<file path="src/rtl/gpu_timing_pkg.sv">
// Raster timing constants and shared types for the VGA timing generator.
// One clk is two VGA pixels, so horizontal values are in clocks (640 px -> 320 clk).
package gpu_timing_pkg;

  // Horizontal timing, in clocks
  localparam int unsigned H_VISIBLE  = 320;
  localparam int unsigned H_FRONT    = 8;
  localparam int unsigned H_SYNC     = 48;
  localparam int unsigned H_BACK     = 24;
  localparam int unsigned H_BORDER   = 32;

  // Vertical timing, in lines
  localparam int unsigned V_VISIBLE  = 480;
  localparam int unsigned V_FRONT    = 10;
  localparam int unsigned V_SYNC     = 2;
  localparam int unsigned V_BACK     = 33;

  // Extra sync pipeline depth to line up with the downstream pixel stages
  localparam int unsigned SYNC_DELAY = 1;

  // Game-space window
  localparam int unsigned GAME_W     = 256;
  localparam int unsigned GAME_H     = 240;

  typedef logic [8:0] hcount_t;
  typedef logic [9:0] vcount_t;
  typedef logic [7:0] game_coord_t;

  // Coordinate value used outside the game window; never matches an object
  localparam game_coord_t OFFSCREEN = 8'hFF;

endpackage

</file>
<file path="src/rtl/sync_delay_m.sv">
// Reset-to-ones shift register that delays the active-low sync pair.
// DEPTH = 0 is a plain wire-through.
module sync_delay_m #(
  parameter int DEPTH = 1,
  parameter int WIDTH = 2
) (
  input  logic             clk,
  input  logic             rst,
  input  logic [WIDTH-1:0] d,
  output logic [WIDTH-1:0] q
);

  if (DEPTH == 0) begin : g_bypass
    assign q = d;
  end else begin : g_shift
    logic [WIDTH-1:0] stage_r [DEPTH];

    // Shift the sync pair one stage per clock; idle (high) after reset
    always_ff @(posedge clk) begin
      if (rst) begin
        for (int i = 0; i < DEPTH; i++) begin
          stage_r[i] <= {WIDTH{1'b1}};
        end
      end else begin
        stage_r[0] <= d;
        for (int i = 1; i < DEPTH; i++) begin
          stage_r[i] <= stage_r[i-1];
        end
      end
    end

    assign q = stage_r[DEPTH-1];
  end

endmodule

</file>
<file path="src/rtl/video_timing_m.sv">
// 640x480@60 VGA raster timing at half pixel rate plus 256x240 game-space coordinates,
// VRAM write window and frame-start pulse. All outputs are registered (1 clk latency);
// hsync/vsync get SYNC_DELAY further clocks through sync_delay_m.
// Optional feature macro: GPU_VBLANK_IRQ_EN adds the latched vblank_irq / irq_ack pair.
module video_timing_m #(
  parameter int unsigned H_VISIBLE  = gpu_timing_pkg::H_VISIBLE,
  parameter int unsigned H_FRONT    = gpu_timing_pkg::H_FRONT,
  parameter int unsigned H_SYNC     = gpu_timing_pkg::H_SYNC,
  parameter int unsigned H_BACK     = gpu_timing_pkg::H_BACK,
  parameter int unsigned V_VISIBLE  = gpu_timing_pkg::V_VISIBLE,
  parameter int unsigned V_FRONT    = gpu_timing_pkg::V_FRONT,
  parameter int unsigned V_SYNC     = gpu_timing_pkg::V_SYNC,
  parameter int unsigned V_BACK     = gpu_timing_pkg::V_BACK,
  parameter int unsigned H_BORDER   = gpu_timing_pkg::H_BORDER,
  parameter int unsigned SYNC_DELAY = gpu_timing_pkg::SYNC_DELAY
) (
  input  logic       clk,
  input  logic       rst,
`ifdef GPU_VBLANK_IRQ_EN
  input  logic       irq_ack,
  output logic       vblank_irq,
`endif
  output logic [7:0] current_x,
  output logic [7:0] current_y,
  output logic       in_game,
  output logic       writable,
  output logic       frame_start,
  output logic       hsync,
  output logic       vsync
);

  import gpu_timing_pkg::*;

  localparam hcount_t H_LAST    = hcount_t'(H_VISIBLE + H_FRONT + H_SYNC + H_BACK - 1);
  localparam vcount_t V_LAST    = vcount_t'(V_VISIBLE + V_FRONT + V_SYNC + V_BACK - 1);
  localparam hcount_t H_GAME_LO = hcount_t'(H_BORDER);
  localparam hcount_t H_GAME_HI = hcount_t'(H_BORDER + GAME_W);
  localparam hcount_t H_SYNC_LO = hcount_t'(H_VISIBLE + H_FRONT);
  localparam hcount_t H_SYNC_HI = hcount_t'(H_VISIBLE + H_FRONT + H_SYNC);
  localparam vcount_t V_VIS     = vcount_t'(V_VISIBLE);
  localparam vcount_t V_SYNC_LO = vcount_t'(V_VISIBLE + V_FRONT);
  localparam vcount_t V_SYNC_HI = vcount_t'(V_VISIBLE + V_FRONT + V_SYNC);

  hcount_t     hcount_r;
  vcount_t     vcount_r;

  game_coord_t current_x_s;
  game_coord_t current_y_s;
  logic        in_game_s;
  logic        writable_s;
  logic        frame_start_s;
  logic        hsync_s;
  logic        vsync_s;
  logic        hsync_r;
  logic        vsync_r;

  // Raster counters: hcount every clock, vcount on each line wrap
  always_ff @(posedge clk) begin
    if (rst) begin
      hcount_r <= 9'd0;
      vcount_r <= 10'd0;
    end else if (hcount_r == H_LAST) begin
      hcount_r <= 9'd0;
      if (vcount_r == V_LAST) begin
        vcount_r <= 10'd0;
      end else begin
        vcount_r <= vcount_r + 10'd1;
      end
    end else begin
      hcount_r <= hcount_r + 9'd1;
    end
  end

  // Decode the current raster position into next-cycle output values
  always_comb begin
    in_game_s     = 1'b0;
    current_x_s   = OFFSCREEN;
    current_y_s   = OFFSCREEN;
    writable_s    = 1'b0;
    frame_start_s = 1'b0;
    hsync_s       = 1'b1;
    vsync_s       = 1'b1;

    if ((hcount_r >= H_GAME_LO) && (hcount_r < H_GAME_HI) && (vcount_r < V_VIS)) begin
      in_game_s   = 1'b1;
      current_x_s = game_coord_t'(hcount_r - H_GAME_LO);
    end else begin
      in_game_s   = 1'b0;
      current_x_s = OFFSCREEN;
    end

    // Two VGA lines per game line
    if (vcount_r < V_VIS) begin
      current_y_s = vcount_r[8:1];
      writable_s  = 1'b0;
    end else begin
      current_y_s = OFFSCREEN;
      writable_s  = 1'b1;
    end

    if ((hcount_r == 9'd0) && (vcount_r == V_VIS)) begin
      frame_start_s = 1'b1;
    end else begin
      frame_start_s = 1'b0;
    end

    if ((hcount_r >= H_SYNC_LO) && (hcount_r < H_SYNC_HI)) begin
      hsync_s = 1'b0;
    end else begin
      hsync_s = 1'b1;
    end

    if ((vcount_r >= V_SYNC_LO) && (vcount_r < V_SYNC_HI)) begin
      vsync_s = 1'b0;
    end else begin
      vsync_s = 1'b1;
    end
  end

  // Register all decoded outputs; sync pair idles high
  always_ff @(posedge clk) begin
    if (rst) begin
      current_x   <= OFFSCREEN;
      current_y   <= OFFSCREEN;
      in_game     <= 1'b0;
      writable    <= 1'b0;
      frame_start <= 1'b0;
      hsync_r     <= 1'b1;
      vsync_r     <= 1'b1;
    end else begin
      current_x   <= current_x_s;
      current_y   <= current_y_s;
      in_game     <= in_game_s;
      writable    <= writable_s;
      frame_start <= frame_start_s;
      hsync_r     <= hsync_s;
      vsync_r     <= vsync_s;
    end
  end

  sync_delay_m #(
    .DEPTH (SYNC_DELAY),
    .WIDTH (2)
  ) u_sync_delay (
    .clk (clk),
    .rst (rst),
    .d   ({hsync_r, vsync_r}),
    .q   ({hsync, vsync})
  );

`ifdef GPU_VBLANK_IRQ_EN
  // Vblank interrupt latch: sets with frame_start, cleared by ack, set wins a tie
  always_ff @(posedge clk) begin
    if (rst) begin
      vblank_irq <= 1'b0;
    end else if (frame_start_s) begin
      vblank_irq <= 1'b1;
    end else if (irq_ack) begin
      vblank_irq <= 1'b0;
    end else begin
      vblank_irq <= vblank_irq;
    end
  end
`endif

endmodule

</file>
<file path="config.mk">
export PLATFORM = sky130hd
export DESIGN_NAME = video_timing_m
export DESIGN_NICKNAME = d
export VERILOG_FILES = /design/src/rtl/gpu_timing_pkg.sv /design/src/rtl/sync_delay_m.sv /design/src/rtl/video_timing_m.sv
export SDC_FILE = /design/constraint.sdc
export NUM_CORES = 1
export LEC_CHECK = 0
export CORE_MARGIN = 1.5
export CORE_UTILIZATION = 35
export DETAILED_ROUTE_END_ITERATION = 10
export GPL_ROUTABILITY_DRIVEN = 0
export PLACE_DENSITY = 0.63
export RECOVER_POWER = 100
export SYNTH_ARGS = -nofsm -noshare
export SYNTH_HDL_FRONTEND = slang
export SYNTH_HIERARCHICAL = 1
export SYNTH_SLANG_ARGS = --single-unit
</file>
<file path="constraint.sdc">
create_clock -name clk -period 2.4 [get_ports clk]
set_input_delay 0.36 -clock clk [delete_from_list [all_inputs] [get_ports clk]]
set_output_delay 0.36 -clock clk [all_outputs]
set_load 0.01 [all_outputs]
</file>
==> impl_metrics.json, run 1 <==
{
  "status": "finished, final reports clean",
  "num_vias": 1245,
  "ys_ff_latch": 42,
  "synth.most_common_cell": "dfxtp_1",
  "regToRegStartpoint": "hcount_r[0]",
  "root_buffer": "clkbuf_8",
  "worstMarginPinSlew_ns": 0.5740,
  "final_util": 0.4363,
  "rsz0062_at_grt": "no",
  "fp.dieArea_um2": 5371,
  "ys.flop_type": "dfxtp_1",
  "whs_endpoint": "u_sync_delay/g_shift.stage_r[0][1]",
  "grt_first_pass_wirelength_um": 5313,
  "synth_seq_area_share": 0.4863,
  "die_w_um": 73.29,
  "yosysWarningCount": 6,
  "r2r-end": "vcount_r[6]",
  "r2r_slack_ns": 0.46,
  "hold_path_startpoint": "hsync_r",
  "finClkSkew_ns": 0.008251,
  "max_slew_margin": 0.6165,
  "drive_above_1_share": 0.07107,
  "worstPathMaxFanout": 8,
  "critPathMaxStageDelay_ns": 0.50,
  "power_density_nw_per_um2": 636.5,
  "synth_edf_count": 0,
  "dieHeight_um": 73.29,
  "critical-path-top-delay-family": "simple AND/OR/NAND/NOR gates",
  "numCtsBuffers": 5,
  "dpl_cell_area_um2": 1973,
  "syn_area_per_cell_um2": 9.714,
  "p_int_uw": 1064,
  "busiest_layer": "met2",
  "io_pins": 23,
  "p_comb_frac": 0.037,
  "cts-htree-levels": 2,
  "cp_data_required_time_ns": 2.55,
  "io_buffers": 22,
  "grt_max_degree": 15,
  "clockPowerShare": 0.422,
  "slowest_stage": "o21bai_1",
  "hold_violations": 0,
  "cts.sink_count": 42,
  "setup_viol": 0,
  "worstHoldPathType": "flip-flop to flip-flop",
  "drt_iter0_drc": 104,
  "cts_tree": "yes",
  "worstPathArrival_ns": 2.09,
  "post_cts_buffers": 0,
  "antenna_cells": 0,
  "wl_per_cell_um": 12.35,
  "synth_top_area_share": 0.4863,
  "ir_drop_mv": 0.2247,
  "cp-start-kind": "flip-flop",
  "synth.distinct_cells": 39,
  "path_class": "flip-flop to flip-flop",
  "ys_top_cells_by_count": "dfxtp_1, nor2_1, nand3_1, nand2_1, xnor2_1",
  "syn_nets": 187,
  "slew_viol_final": 0,
  "hold_buffers": 0,
  "grt.met2_usage": 0.2010,
  "switching_share": 0.1943,
  "start_util": 0.3637,
  "hpwlAfterDp_um": 2290,
  "switching_power_uw": 256.6,
  "clock_latency_ns": 0.29,
  "clk_pin_slew_worst_paths_ns": 0.08,
  "ys_async_sr_fraction": 0,
  "via_per_inst": 4.716,
  "grt_pass1_vias": 1132,
  "drc": 0,
  "fmax_ghz": 0.5162,
  "path_cells": "ha_1 > and4bb_1 > nand2_2 > o21bai_1 > nor2_1",
  "syn_to_final_growth_pct": 19.97,
  "grt_overflow_total": 0,
  "clock_path_buffers": 2,
  "met3_usage": 0.03704,
  "postCtsResizedCells": 0,
  "firstDrtPassIters": 4,
  "fin_crit_sh": 0.8072,
  "tns_ns": 0,
  "antenna_found_initial": 0,
  "synth_cells": 178,
  "path_buf_inv": 0,
  "use_met1": 0.1758,
  "yosysTopAreaCell": "dfxtp_1",
  "num-nets-final": 206,
  "maxCapViolCount": 0,
  "min_path_cells": 1,
  "synth.cell_area_um2": 1729,
  "period_minus_slack_ns": 1.937,
  "endpoint_kind": "flip-flop",
  "synth_top_cells_by_area": "dfxtp_1, ha_1, xnor2_1",
  "core_um2": 4755,
  "routed_wl_um": 3261,
  "power_leakage_uw": 0.0007254,
  "rows": 25,
  "postRouteAntennaNets": 0,
  "grtUsageTotal": 0.1303,
  "power_frac_seq": 0.542,
  "reg2regPathDepth": 5,
  "design_area_um2": 2074
}
[flip-flops by register name, summed over array words and instances (netlist names), 2 cells and up]
| signal | count |
|---|---|
| vcount_r | 10 |
| hcount_r | 9 |
| current_x | 8 |
| current_y | 8 |
| u_sync_delay/g_shift.stage_r | 2 |
[cell usage in the layout, fill, tap and decap left out, types with 2 or more instances in the layout]
master / synthesis / routed
a21oi_1: 6 / 6
clkbuf_8: 0 / 6
dfxtp_1: 42 / 42
dlygate4sd3_1: 0 / 22
ha_1: 7 / 7
inv_1: 8 / 8
nand2_1: 10 / 10
nand2b_1: 6 / 6
nand3_1: 11 / 11
nand4_1: 7 / 7
nor2_1: 19 / 19
nor4_1: 3 / 3
nor4b_1: 4 / 4
o21ai_0: 3 / 3
or2_1: 2 / 2
or2_2: 3 / 3
or3_1: 6 / 6
xnor2_1: 9 / 9
xor2_1: 4 / 4
[power by group through the flow]
| stage | clock network [uW] | logic, uW | registers [uW] |
|---|---|---|---|
| floorplan | 0 | 28.8 | 732 |
| global placement | 0 | 53.4 | 732 |
| detailed placement | 0 | 53.1 | 732 |
| CTS | 571 | 53.6 | 715 |
| global route | 593 | 53.4 | 716 |
| finish | 557 | 48.4 | 715 |
[metal layers]
metal	part of all wire	vias to the layer above
met5	0	-
met3	0.042	4
li1	-	639
met1	0.47	569
met2	0.47	33
met4	0.013	0
[worst max path at each step]
stage,start,end,slack (ns),cells past startpoint
final,hcount_r[0],vcount_r[6],0.46,5
after detailed placement,hcount_r[5],current_x[7],0.61,6
after global routing,hcount_r[1],vcount_r[3],0.26,5
after CTS,hcount_r[5],current_x[7],0.60,6
after floorplan,hcount_r[5],current_x[7],0.86,7
after global placement,rst,current_x[6],0.71,5
[layout make-up]
type | count | area [um^2]
Fill cell | 474 | 2680
Sequential cell | 42 | 840.8
Multi-Input combinational cell | 117 | 783.3
Timing Repair Buffer | 23 | 224.0
Tap cell | 67 | 83.83
Clock buffer | 6 | 82.58
Clock inverter | 1 | 30.03
Inverter | 8 | 30.03
[cells by family (layout without fill, tap and decap cells)]
kind of cell,Yosys count,in the layout,share of synthesized area
AO/OA/AOI/OAI,14,14,0.05861
XOR/XNOR,13,13,0.06585
adder cells (fa/ha/maj),7,7,0.05065
buffers and inverters,19,38,0.05644
flip-flops,42,42,0.4863
AND/OR/NAND/NOR,83,83,0.2822
[through the flow]
step	hold WS (ns)	total power, uW	std cells	setup WS (ns)
floorplan	0.3832	760.7	178	0.8629
CTS	0.4146	1340	264	0.5973
global placement	0.3874	785.0	257	0.7150
global route	0.4423	1363	264	0.2646
detailed placement	0.3930	785.0	257	0.6134
finish	0.4105	1320	264	0.4627
Note: power is estimated with default switching activity, not from simulation.
==> run 2: changes to the inputs <==
--- a/config.mk
+++ b/config.mk
@@ -9,7 +9,7 @@
 export CORE_UTILIZATION = 35
 export DETAILED_ROUTE_END_ITERATION = 10
 export GPL_ROUTABILITY_DRIVEN = 0
-export PLACE_DENSITY = 0.63
+export PLACE_DENSITY = 0.65
 export RECOVER_POWER = 100
 export SYNTH_ARGS = -nofsm -noshare
 export SYNTH_HDL_FRONTEND = slang
==> constraint.sdc (replaced) <==
create_clock -name clk -period 1.7 [get_ports clk]
set_input_delay 0.255 -clock clk [delete_from_list [all_inputs] [get_ports clk]]
set_output_delay 0.255 -clock clk [all_outputs]
set_load 0.01 [all_outputs]
==> impl_metrics.json, run 2 (synthesized netlist as in run 1, its figures left out) <==
{
  "startpoint": "hcount_r[0]",
  "cp-start-kind": "flip-flop",
  "layout_commonest_cell": "dfxtp_1",
  "final_cell_mix": "dfxtp_1, dlygate4sd3_1, nor2_1",
  "min_path_cells": 1,
  "root_buffer": "clkbuf_8",
  "num_vias": 1328,
  "regToRegStartpoint": "hcount_r[0]",
  "setup_viol": 0,
  "drt_iter0_drc": 87,
  "grtUsageTotal": 0.1382,
  "reg2regPathDepth": 5,
  "clk_pin_slew_worst_paths_ns": 0.07,
  "power_density_nw_per_um2": 846.7,
  "worstPathMaxFanout": 6,
  "finClkSkew_ns": 0.006413,
  "cp_data_required_time_ns": 1.93,
  "tns_ns": 0,
  "antenna_found_initial": 0,
  "ir_drop_mv": 0.2773,
  "postRouteAntennaNets": 0,
  "maxCapViolCount": 0,
  "worstPathArrival_ns": 1.82,
  "fin_crit_sh": 0.9388,
  "clock_latency_ns": 0.29,
  "final_util": 0.4668,
  "status": "finished, final reports clean",
  "via_per_inst": 4.760,
  "wl_per_cell_um": 12.29,
  "syn_to_final_growth_pct": 28.36,
  "cts-htree-levels": 2,
  "num-nets-final": 221,
  "dieHeight_um": 73.29,
  "grt_overflow_total": 0,
  "io_pins": 23,
  "path_class": "flip-flop to flip-flop",
  "power_leakage_uw": 0.0008042,
  "antenna_cells": 0,
  "firstDrtPassIters": 4,
  "largest_register_ffs": 10,
  "r2r-end": "vcount_r[9]",
  "grt_pass1_vias": 1150,
  "io_buffers": 22,
  "endpoint_kind": "flip-flop",
  "finalPower_uw": 1879,
  "hpwlAfterDp_um": 2402,
  "hold_violations": 0,
  "drive_above_1_share": 0.1604,
  "core_um2": 4755,
  "fp.dieArea_um2": 5371,
  "numCtsBuffers": 5,
  "cts.sink_count": 42,
  "period_minus_slack_ns": 1.596,
  "r2r_slack_ns": 0.10,
  "largest_registers": "vcount_r x10, hcount_r x9",
  "drc": 0,
  "slew_viol_final": 0,
  "rsz0062_at_grt": "no",
  "rows": 25,
  "max_slew_margin": 0.6073,
  "worstHoldPathType": "flip-flop to flip-flop",
  "hold_path_startpoint": "vsync_r",
  "die_w_um": 73.29,
  "whs_endpoint": "u_sync_delay/g_shift.stage_r[0][0]",
  "worstMarginPinSlew_ns": 0.5891,
  "regMostFlops": "vcount_r",
  "start_util": 0.3637,
  "hold_buffers": 0,
  "clock_path_buffers": 2,
  "grt_max_degree": 15,
  "fmax_ghz": 0.6266,
  "cts_tree": "yes",
  "grt_first_pass_wirelength_um": 5554,
  "routed_wl_um": 3429
}
==> run 2: worst max-delay path by stage <==
stage,end,slack [ns],cells after the start
final,vcount_r[9],0.10,5
after CTS,vcount_r[9],0.04,5
after floorplan,current_x[7],0.16,7
after global placement,vcount_r[9],0.09,5
after detailed placement,vcount_r[9],0.07,5
after global routing,vcount_r[9],0.01,5
==> run 2: report_power, final <==
part           switching [uW]  internal [uW]
registers                11.5            999
clock network             320            470
logic                    38.8           40.3
total                     370           1510
==> run 2: worst max-delay path, stage by stage, from the launching register on <==
cell      delay [ns]
dfxtp_1         0.43
ha_4            0.20
and4bb_4        0.30
nand4_2         0.14
or3_1           0.33
a21oi_1         0.14
==> run 2: what timing repair did <==
action / in CTS / in global routing
setup buffers: 0 / 4
endpoints found under the setup margin: 0 / 17
resized for setup: 0 / 4
==> run 2: stage by stage <==
step | setup WS (ns) | std cells | hold WS (ns) | cell area, um^2
2_1_floorplan | 0.1629 | 178 | 0.3521 | 1729
3_3_place_gp | 0.08748 | 268 | 0.3876 | 2056
3_5_place_dp | 0.06816 | 268 | 0.3962 | 2056
4_1_cts | 0.03578 | 275 | 0.4117 | 2168
5_1_grt | 0.01361 | 279 | 0.4215 | 2220
6_report | 0.1041 | 279 | 0.4116 | 2220
==> run 2: layout make-up <==
class                      instances  area [um^2]
clock inverter                     1        30.03
multi-input combinational        117        815.8
tap                               67        83.83
timing repair buffer              38        336.6
fill                             472         2535
inverter                           8        30.03
clock buffer                       6        82.58
sequential                        42        840.8
==> run 2: per-layer routing <==
metal	GRT usage	wire, um	part of all wire	vias to the layer above
met5	0	0	0	-
met4	0.08025	94	0.027	0
met3	0.03841	157	0.046	9
met2	0.2000	1576	0.46	43
met1	0.1835	1600	0.47	606
li1	-	-	-	670
